--- src/rtl/kernel_loader_pkg.sv ---
// Shared definitions for the kernel loader: FSM encoding and word geometry.
// Latency: n/a (package only).
// Backpressure: n/a (package only).
package kernel_loader_pkg;

    typedef enum logic [1:0] {
        IDLE  = 2'd0,
        LOAD  = 2'd1,
        DRAIN = 2'd2
    } state_t;

    // Stream beats needed to fill one packed memory word.
    function automatic int calc_beats(input int group_nb, input int ker_width,
                                      input int depth_nb, input int str_width);
        return (group_nb * ker_width * depth_nb) / str_width;
    endfunction

    // Counter width that stays legal when the count collapses to one.
    function automatic int cnt_width(input int n);
        return (n > 1) ? $clog2(n) : 1;
    endfunction

endpackage

--- src/rtl/kernel_pack.sv ---
// Packs STR_WIDTH stream beats little-endian into one BEATS*STR_WIDTH word.
// Latency: word valid one cycle after its final beat is accepted.
// Backpressure: non-final beats always accepted while en; final beat waits for a free output slot.
//
// Ports: clk/rst; en (loader is in LOAD); str_data/str_val/str_rdy input stream;
//        wr_data/wr_data_val/wr_data_rdy output word; word_done pulses when a final beat is taken.
module kernel_pack
    import kernel_loader_pkg::*;
#(
    parameter int STR_WIDTH = 64,
    parameter int BEATS     = 16
) (
    input  logic                       clk,
    input  logic                       rst,
    input  logic                       en,
    input  logic [STR_WIDTH-1:0]       str_data,
    input  logic                       str_val,
    output logic                       str_rdy,
    output logic [STR_WIDTH*BEATS-1:0] wr_data,
    output logic                       wr_data_val,
    input  logic                       wr_data_rdy,
    output logic                       word_done
);

    localparam int W  = STR_WIDTH * BEATS;
    localparam int BW = cnt_width(BEATS);
    localparam logic [BW-1:0] LAST_BEAT = BW'(BEATS - 1);

    logic [BW-1:0] beat_q;
    logic [W-1:0]  acc_q;
    logic [W-1:0]  word_next;
    logic          last_beat;
    logic          accept;

    assign last_beat = (beat_q == LAST_BEAT);
    // Only the completing beat needs the output register to be free.
    assign str_rdy   = en & (~last_beat | ~wr_data_val | wr_data_rdy);
    assign accept    = str_val & str_rdy;
    assign word_done = accept & last_beat;

    always_comb begin
        word_next = acc_q;
        word_next[beat_q*STR_WIDTH +: STR_WIDTH] = str_data;
    end

    always_ff @(posedge clk or posedge rst) begin
        if (rst) begin
            beat_q      <= '0;
            acc_q       <= '0;
            wr_data     <= '0;
            wr_data_val <= 1'b0;
        end else begin
            if (accept) begin
                acc_q  <= word_next;
                beat_q <= last_beat ? '0 : beat_q + 1'b1;
            end
            // A new word in the handshake cycle keeps valid high: no bubble.
            if (word_done) begin
                wr_data     <= word_next;
                wr_data_val <= 1'b1;
            end else if (wr_data_rdy) begin
                wr_data_val <= 1'b0;
            end
        end
    end

endmodule

--- src/rtl/kernel_loader.sv ---
// Loads a region of N packed kernel words into memory and reports the address range written.
// Latency: wr_cfg_set one cycle after command; done one cycle after the last word handshake.
// Backpressure: cmd_rdy only in IDLE; stream stalls on final beats while the output word is held.
//
// Ports: clk/rst; cmd_words/cmd_val/cmd_rdy region command; str_data/str_val/str_rdy kernel stream;
//        wr_cfg_end/wr_cfg_set write bound; wr_data/wr_data_val/wr_data_rdy packed words;
//        done_start/done_end/done loaded-region report.
module kernel_loader
    import kernel_loader_pkg::*;
#(
    parameter int GROUP_NB   = 4,
    parameter int KER_WIDTH  = 16,
    parameter int DEPTH_NB   = 16,
    parameter int STR_WIDTH  = 64,
    parameter int MEM_AWIDTH = 16
) (
    input  logic                                    clk,
    input  logic                                    rst,
    input  logic [MEM_AWIDTH-1:0]                   cmd_words,
    input  logic                                    cmd_val,
    output logic                                    cmd_rdy,
    input  logic [STR_WIDTH-1:0]                    str_data,
    input  logic                                    str_val,
    output logic                                    str_rdy,
    output logic [MEM_AWIDTH-1:0]                   wr_cfg_end,
    output logic                                    wr_cfg_set,
    output logic [GROUP_NB*KER_WIDTH*DEPTH_NB-1:0]  wr_data,
    output logic                                    wr_data_val,
    input  logic                                    wr_data_rdy,
    output logic [MEM_AWIDTH-1:0]                   done_start,
    output logic [MEM_AWIDTH-1:0]                   done_end,
    output logic                                    done
);

    localparam int BEATS = calc_beats(GROUP_NB, KER_WIDTH, DEPTH_NB, STR_WIDTH);
    localparam logic [MEM_AWIDTH-1:0] ONE = MEM_AWIDTH'(1);

    state_t                state_q, state_d;
    logic [MEM_AWIDTH-1:0] end_q, base_q, words_q, word_cnt_q, end_next;
    logic                  pack_en, word_done, last_word, cmd_acc, out_hs;

    assign cmd_acc   = cmd_val & (state_q == IDLE);
    assign out_hs    = wr_data_val & wr_data_rdy;
    assign last_word = (word_cnt_q == words_q - ONE);
    assign end_next  = end_q + cmd_words;

    always_ff @(posedge clk or posedge rst) begin
        if (rst) state_q <= IDLE;
        else     state_q <= state_d;
    end

    always_comb begin
        state_d = state_q;
        cmd_rdy = 1'b0;
        pack_en = 1'b0;
        unique case (state_q)
            IDLE: begin
                cmd_rdy = ~rst;
                if (cmd_val && cmd_words != '0) state_d = LOAD;
            end
            LOAD: begin
                pack_en = 1'b1;
                if (word_done && last_word) state_d = DRAIN;
            end
            DRAIN: begin
                // Only the last word can still be pending here.
                if (out_hs) state_d = IDLE;
            end
            default: state_d = IDLE;
        endcase
    end

    always_ff @(posedge clk or posedge rst) begin
        if (rst) begin
            end_q      <= '0;
            base_q     <= '0;
            words_q    <= '0;
            word_cnt_q <= '0;
            wr_cfg_set <= 1'b0;
            wr_cfg_end <= '0;
            done       <= 1'b0;
            done_start <= '0;
            done_end   <= '0;
        end else begin
            wr_cfg_set <= 1'b0;
            done       <= 1'b0;
            if (cmd_acc) begin
                if (cmd_words != '0) begin
                    base_q     <= end_q;
                    end_q      <= end_next;
                    words_q    <= cmd_words;
                    word_cnt_q <= '0;
                    wr_cfg_set <= 1'b1;
                    wr_cfg_end <= end_next;
                end else begin
                    // Empty region: report it at the current bound.
                    done       <= 1'b1;
                    done_start <= end_q;
                    done_end   <= end_q;
                end
            end
            if (state_q == LOAD && word_done) word_cnt_q <= word_cnt_q + ONE;
            if (state_q == DRAIN && out_hs) begin
                done       <= 1'b1;
                done_start <= base_q;
                done_end   <= end_q - ONE;
            end
        end
    end

    kernel_pack #(
        .STR_WIDTH (STR_WIDTH),
        .BEATS     (BEATS)
    ) u_pack (
        .clk         (clk),
        .rst         (rst),
        .en          (pack_en),
        .str_data    (str_data),
        .str_val     (str_val),
        .str_rdy     (str_rdy),
        .wr_data     (wr_data),
        .wr_data_val (wr_data_val),
        .wr_data_rdy (wr_data_rdy),
        .word_done   (word_done)
    );

endmodule
--- config.mk ---
export PLATFORM = sky130hd
export DESIGN_NAME = kernel_loader
export DESIGN_NICKNAME = d
export VERILOG_FILES = /design/src/rtl/kernel_loader_pkg.sv /design/src/rtl/kernel_pack.sv /design/src/rtl/kernel_loader.sv
export SDC_FILE = /design/constraint.sdc
export NUM_CORES = 2
export LEC_CHECK = 0
export BUFFER_PORTS_ARGS = -buffer_cell sky130_fd_sc_hd__buf_2
export CORE_MARGIN = 2
export CORE_UTILIZATION = 25
export DETAILED_ROUTE_END_ITERATION = 16
export GPL_TIMING_DRIVEN = 0
export RECOVER_POWER = 100
export SYNTH_ARGS = -nofsm -noshare
export SYNTH_HDL_FRONTEND = slang
export SYNTH_SLANG_ARGS = --single-unit
--- constraint.sdc ---
create_clock -name clk -period 236.9 [get_ports clk]
set_input_delay 47.38 -clock clk [delete_from_list [all_inputs] [get_ports clk]]
set_output_delay 47.38 -clock clk [all_outputs]
set_load 0.1 [all_outputs]
==> results.md <==
- The flow ran to the end, but the final reports show violations.
- The final reports fail on capacitance limit, slew limit.
- For this design, the CTS-stage hold fixing added 0 buffers.
- The cell sitting at the root of the clock tree is a sky130_fd_sc_hd__clkbuf_16.
- The TritonCTS clock tree is yes.
- After clock tree synthesis, the clock-pin slew on the worst setup and hold paths is 0.06 ns.
- The final number of hold-violating endpoints is 0.
- The portion of the clock cycle consumed by the worst path in the final layout is 40.7%.
- By startpoint and endpoint, the worst setup path is classified as input port to output port.
- From bottom edge to top edge, the die measures 603 um.
- The first global-routing pass estimated 626000 um of wire.
- The synthesized netlist net count is 10200.
- The fraction of final layout cells sized beyond drive strength 1 is 4.73%.
- The first detailed-routing pass took 6 iterations.
- The horizontal die dimension is 603 um.
- The destination of the critical timing path is str_rdy.
- The congestion estimate from routability-driven global placement came to 0.896.
- The initial antenna violation count is 74.
- Setup repair after global routing left no endpoint under its margin.
- The category of the worst setup path launch point is an input port.
- The worst reg-to-reg path cell count is 10.
- The die area is 0.363 mm^2.
- The largest single stage delay on the critical path is 1.01 ns.
- After synthesis, the mean cell area works out to 8.84 um^2.
- The cell type of the slowest stage on the worst timing path is sky130_fd_sc_hd__clkbuf_1.
- In the routed layout, each cell is associated on average with a via count of 4.95.
- The multi-input combinational cells in the finished layout cover a total of 0.0327 mm^2.
- The count of buffers from port buffering is 1160.
- The origin of the worst setup path is wr_data_rdy.
- In this run the worst hold path is classified as flip-flop to flip-flop.
- 1162 I/O pins were placed.
- STA puts the critical path data required time at 189.52 ns.
- Across every metal layer, demand over resource in global routing totals 24.6%.
- Detailed placement ended at an HPWL of 355000 um.
- Traced cell by cell, the critical path runs through clkbuf_1 -> nand2b_1 -> o21a_1 -> clkbuf_1.
- The proportion of synthesized chip area in sequential cells is 60.1%.
- The gate count after technology mapping is 10100.
- Compared with the post-synthesis result, the final layout area differs by 21.5%.
- The share of synthesized flip-flops with an asynchronous set or reset is 100%.
- Data arrives at the worst endpoint at 49.12 ns.
- The routed length per instance is 27.9 um.
- The actual slew at the worst max-slew pin is 6.44 ns.
- The via count of the routed design is 82100.
- The tool flagged a number of max-cap violations equal to 159.
- The post-synthesis cell type count is 66.
- The category of the worst setup path capture point is an output port.
- The later pin in the worst-skew pair is clocked with a latency of 0.95 ns.
- The final hold slack is 0.476 ns.
- The worst path needs 96.50 ns of the cycle, external delays included.
- The startpoint of the worst register-to-register path is u_pack.beat_q[1]$_DFFE_PP0P_.
- The number of buffers on the longest clock path is 4.
- The number of global-route vias before repair is 77700.
- The most used flip-flop cell after synthesis is sky130_fd_sc_hd__dfrtp_1.
- The final layout contains 11700 nets.
- The site row count is 219.
- The count of pins over their slew limit is 2424.
- The normalized max-slew margin is -329%.
- Summing every instance area after synthesis gives 0.0896 mm^2.
- Once placement finished, the instance area stood at 0.102 mm^2.
- Entering global routing, the biggest net connects 123 pins.
- After routing the design area is 0.109 mm^2.
- In this run the standard cell core region covers 0.356 mm^2.
- The share of the core filled with cells is 30.6%.
- The total negative setup slack is 0 ns.
- The initial core utilization is 25.2%.
- The setup slack on the worst flop-to-flop path is 228.85 ns.
- Across the routed clock network, the largest skew measured is 0.0863 ns.
- The number of DRC violations after detailed routing is 0.
- The worst hold path begins at u_pack.wr_data[134]$_DFFE_PP0P_.
- The number of clock buffers added by TritonCTS is 238.
- The sequential cells in the finished layout cover a total of 0.0539 mm^2.
- The sink count of the clock tree is 2153.
- Of all nets on the critical path, the largest fanout is 5.
- The count of flip-flops with a built-in enable after synthesis is 0.
- The count of filler cells inserted in the layout is 38400.
- After clock tree synthesis, the repair step resized 0 gates.
- Summed over all layers, the global routing overflow is 0.
- The capture point of the worst reg-to-reg path is u_pack.wr_data[66]$_DFFE_PP0P_.
- Once the clock tree was built, the setup fixing pass inserted 0 buffers.
- In this run the remaining antenna-violating nets after routing total 0.
- The most numerous cell type found on the critical path is sky130_fd_sc_hd__clkbuf_1.
- Derived from the worst setup path, the maximum achievable clock frequency is 0.0104 GHz.
- The level count of the clock H-tree is 4.
- IR analysis of the VDD net gives a maximum drop of 0.0161 mV.
- The power after layout is 0.00184 W.
- During synthesis, Yosys emitted a total of 0 warnings.
- For this block, the initial DRC count from the detailed router was 8425.
- The number of endpoints failing setup at the final stage is 0.
- The wire length reported by the detailed router is 462000 um.
- The total of flip-flops plus latches after synthesis is 2153.
- The leakage power is 45.2 nW.
- The power per cell area is 16.9 mW/mm^2.
-- synthesized netlist by cell type, drive strengths merged (2+ instances only) --
master	count	area [um^2]
o31a	2	17.5
dfrtp	2153	53900
a31oi	84	526
o21bai	2	15.0
nor2	1008	3780
nand4	17	113
o2111ai	3	26.3
or2	6	37.5
a21oi	914	4570
ha	21	263
nand3	119	596
mux2i	42	420
and3	4	25.0
a21o	8	60.1
a211o	2	17.5
a211oi	3	22.5
and2	5	31.3
nor3b	3	22.5
nand2b	8	50.1
mux2	18	203
inv	13	48.8
o211ai	51	383
o31ai	4	30.0
xnor2	26	228
or3	5	36.3
o21a	51	383
buf	81	372
nor2b	53	332
and4	2	17.5
or4	4	33.8
nand2	2733	10300
nor4	16	128
o22ai	4	25.0
o41ai	2	25.0
nor4b	3	26.3
o21ai	1906	9540
clkbuf	704	2640
nor3	20	100
xor2	15	131
a2111oi	3	45.1
nand3b	4	30.0
-- sequential cells by signal (all words and copies together) (netlist names), 4 cells and up --
name and cells:
end_q 16, done_start 16, u_pack.acc_q 1024, base_q 16, u_pack.beat_q 4, done_end 16
words_q 16, word_cnt_q 16, u_pack.wr_data 1024
-- per-layer routing --
layer | global-route usage (%) | vias up | share of wire (%)
met4 | 16.4 | 16 | 7.3
met2 | 39.5 | 3584 | 47
li1 | - | 36800 | -
met5 | 0 | - | 0.025
met1 | 29.0 | 40900 | 38
met3 | 6.29 | 869 | 8.2
-- layout by cell type (no fill, tap or decap), types with 8 or more instances in the layout --
master	instances
sky130_fd_sc_hd__bufinv_16	30
sky130_fd_sc_hd__clkbuf_8	45
sky130_fd_sc_hd__o21a_1	51
sky130_fd_sc_hd__nor4_1	13
sky130_fd_sc_hd__nand3_1	119
sky130_fd_sc_hd__a21o_1	8
sky130_fd_sc_hd__o211ai_1	51
sky130_fd_sc_hd__nand2_1	2733
sky130_fd_sc_hd__a31oi_1	84
sky130_fd_sc_hd__nor2b_2	20
sky130_fd_sc_hd__inv_6	8
sky130_fd_sc_hd__buf_2	90
sky130_fd_sc_hd__nor2_1	1008
sky130_fd_sc_hd__xor2_1	15
sky130_fd_sc_hd__mux2i_1	42
sky130_fd_sc_hd__nand4_1	17
sky130_fd_sc_hd__xnor2_1	26
sky130_fd_sc_hd__nor3_1	19
sky130_fd_sc_hd__mux2_1	17
sky130_fd_sc_hd__dfrtp_1	2153
sky130_fd_sc_hd__o21ai_0	1902
sky130_fd_sc_hd__buf_1	18
sky130_fd_sc_hd__nor2b_1	33
sky130_fd_sc_hd__clkbuf_16	239
sky130_fd_sc_hd__clkbuf_1	1873
sky130_fd_sc_hd__diode_2	79
sky130_fd_sc_hd__nand2b_1	8
sky130_fd_sc_hd__ha_1	21
sky130_fd_sc_hd__a21oi_1	914
sky130_fd_sc_hd__inv_1	12
sky130_fd_sc_hd__clkbuf_2	26
sky130_fd_sc_hd__clkinv_2	45
sky130_fd_sc_hd__clkinvlp_4	13
-- how the worst min path moves through the flow --
stage	to	slack (ns)	depth (start not counted)
floorplan	u_pack.acc_q[338]$_DFFE_PP0P_	0.45	2
global placement	u_pack.wr_data[718]$_DFFE_PP0P_	0.46	2
detailed placement	u_pack.acc_q[327]$_DFFE_PP0P_	0.46	2
CTS	u_pack.acc_q[335]$_DFFE_PP0P_	0.48	2
global route	u_pack.acc_q[372]$_DFFE_PP0P_	0.49	2
finish	u_pack.wr_data[134]$_DFFE_PP0P_	0.48	2
-- power breakdown --
part	total [W]	internal, W	switching, W
registers	0.000559	0.000481	0.0000781
clock network	0.000399	0.000232	0.000167
logic	0.000885	0.000112	0.000773
-- cell families after synthesis --
logic type                 synth area share, %
adders and majority gates                0.316
and+or+nand+nor                           17.5
buffers and inverters                     3.42
muxes                                    0.695
AOI/OAI and AO/OA                         17.6
xor gates and xnor gates                 0.401
DFF                                       60.1
-- critical path, delay by kind of cell --
family	cells	cell delay, ns
buf+inv	2	1.17
simple gates	1	0.35
compound gates	1	0.19
-- stage by stage --
step,setup WS (ns),std cells
6_report,140.40,16600
5_1_grt,140.28,16500
4_1_cts,140.93,16500
3_5_place_dp,140.93,16100
3_3_place_gp,101.43,16000
2_1_floorplan,128.69,10100
-- cell type report --
class / count / area share, %
well taps: 4751 / 5.46
repair buffers: 1195 / 4.44
clock inverters: 108 / 1.39
clock buffers: 326 / 6.21
multi-input cells: 7183 / 30.1
inverters: 14 / 0.0494
flip-flops and latches: 2153 / 49.5
plain buffers: 785 / 2.75
diodes: 79 / 0.182
Power figures use the tool's default switching activity.
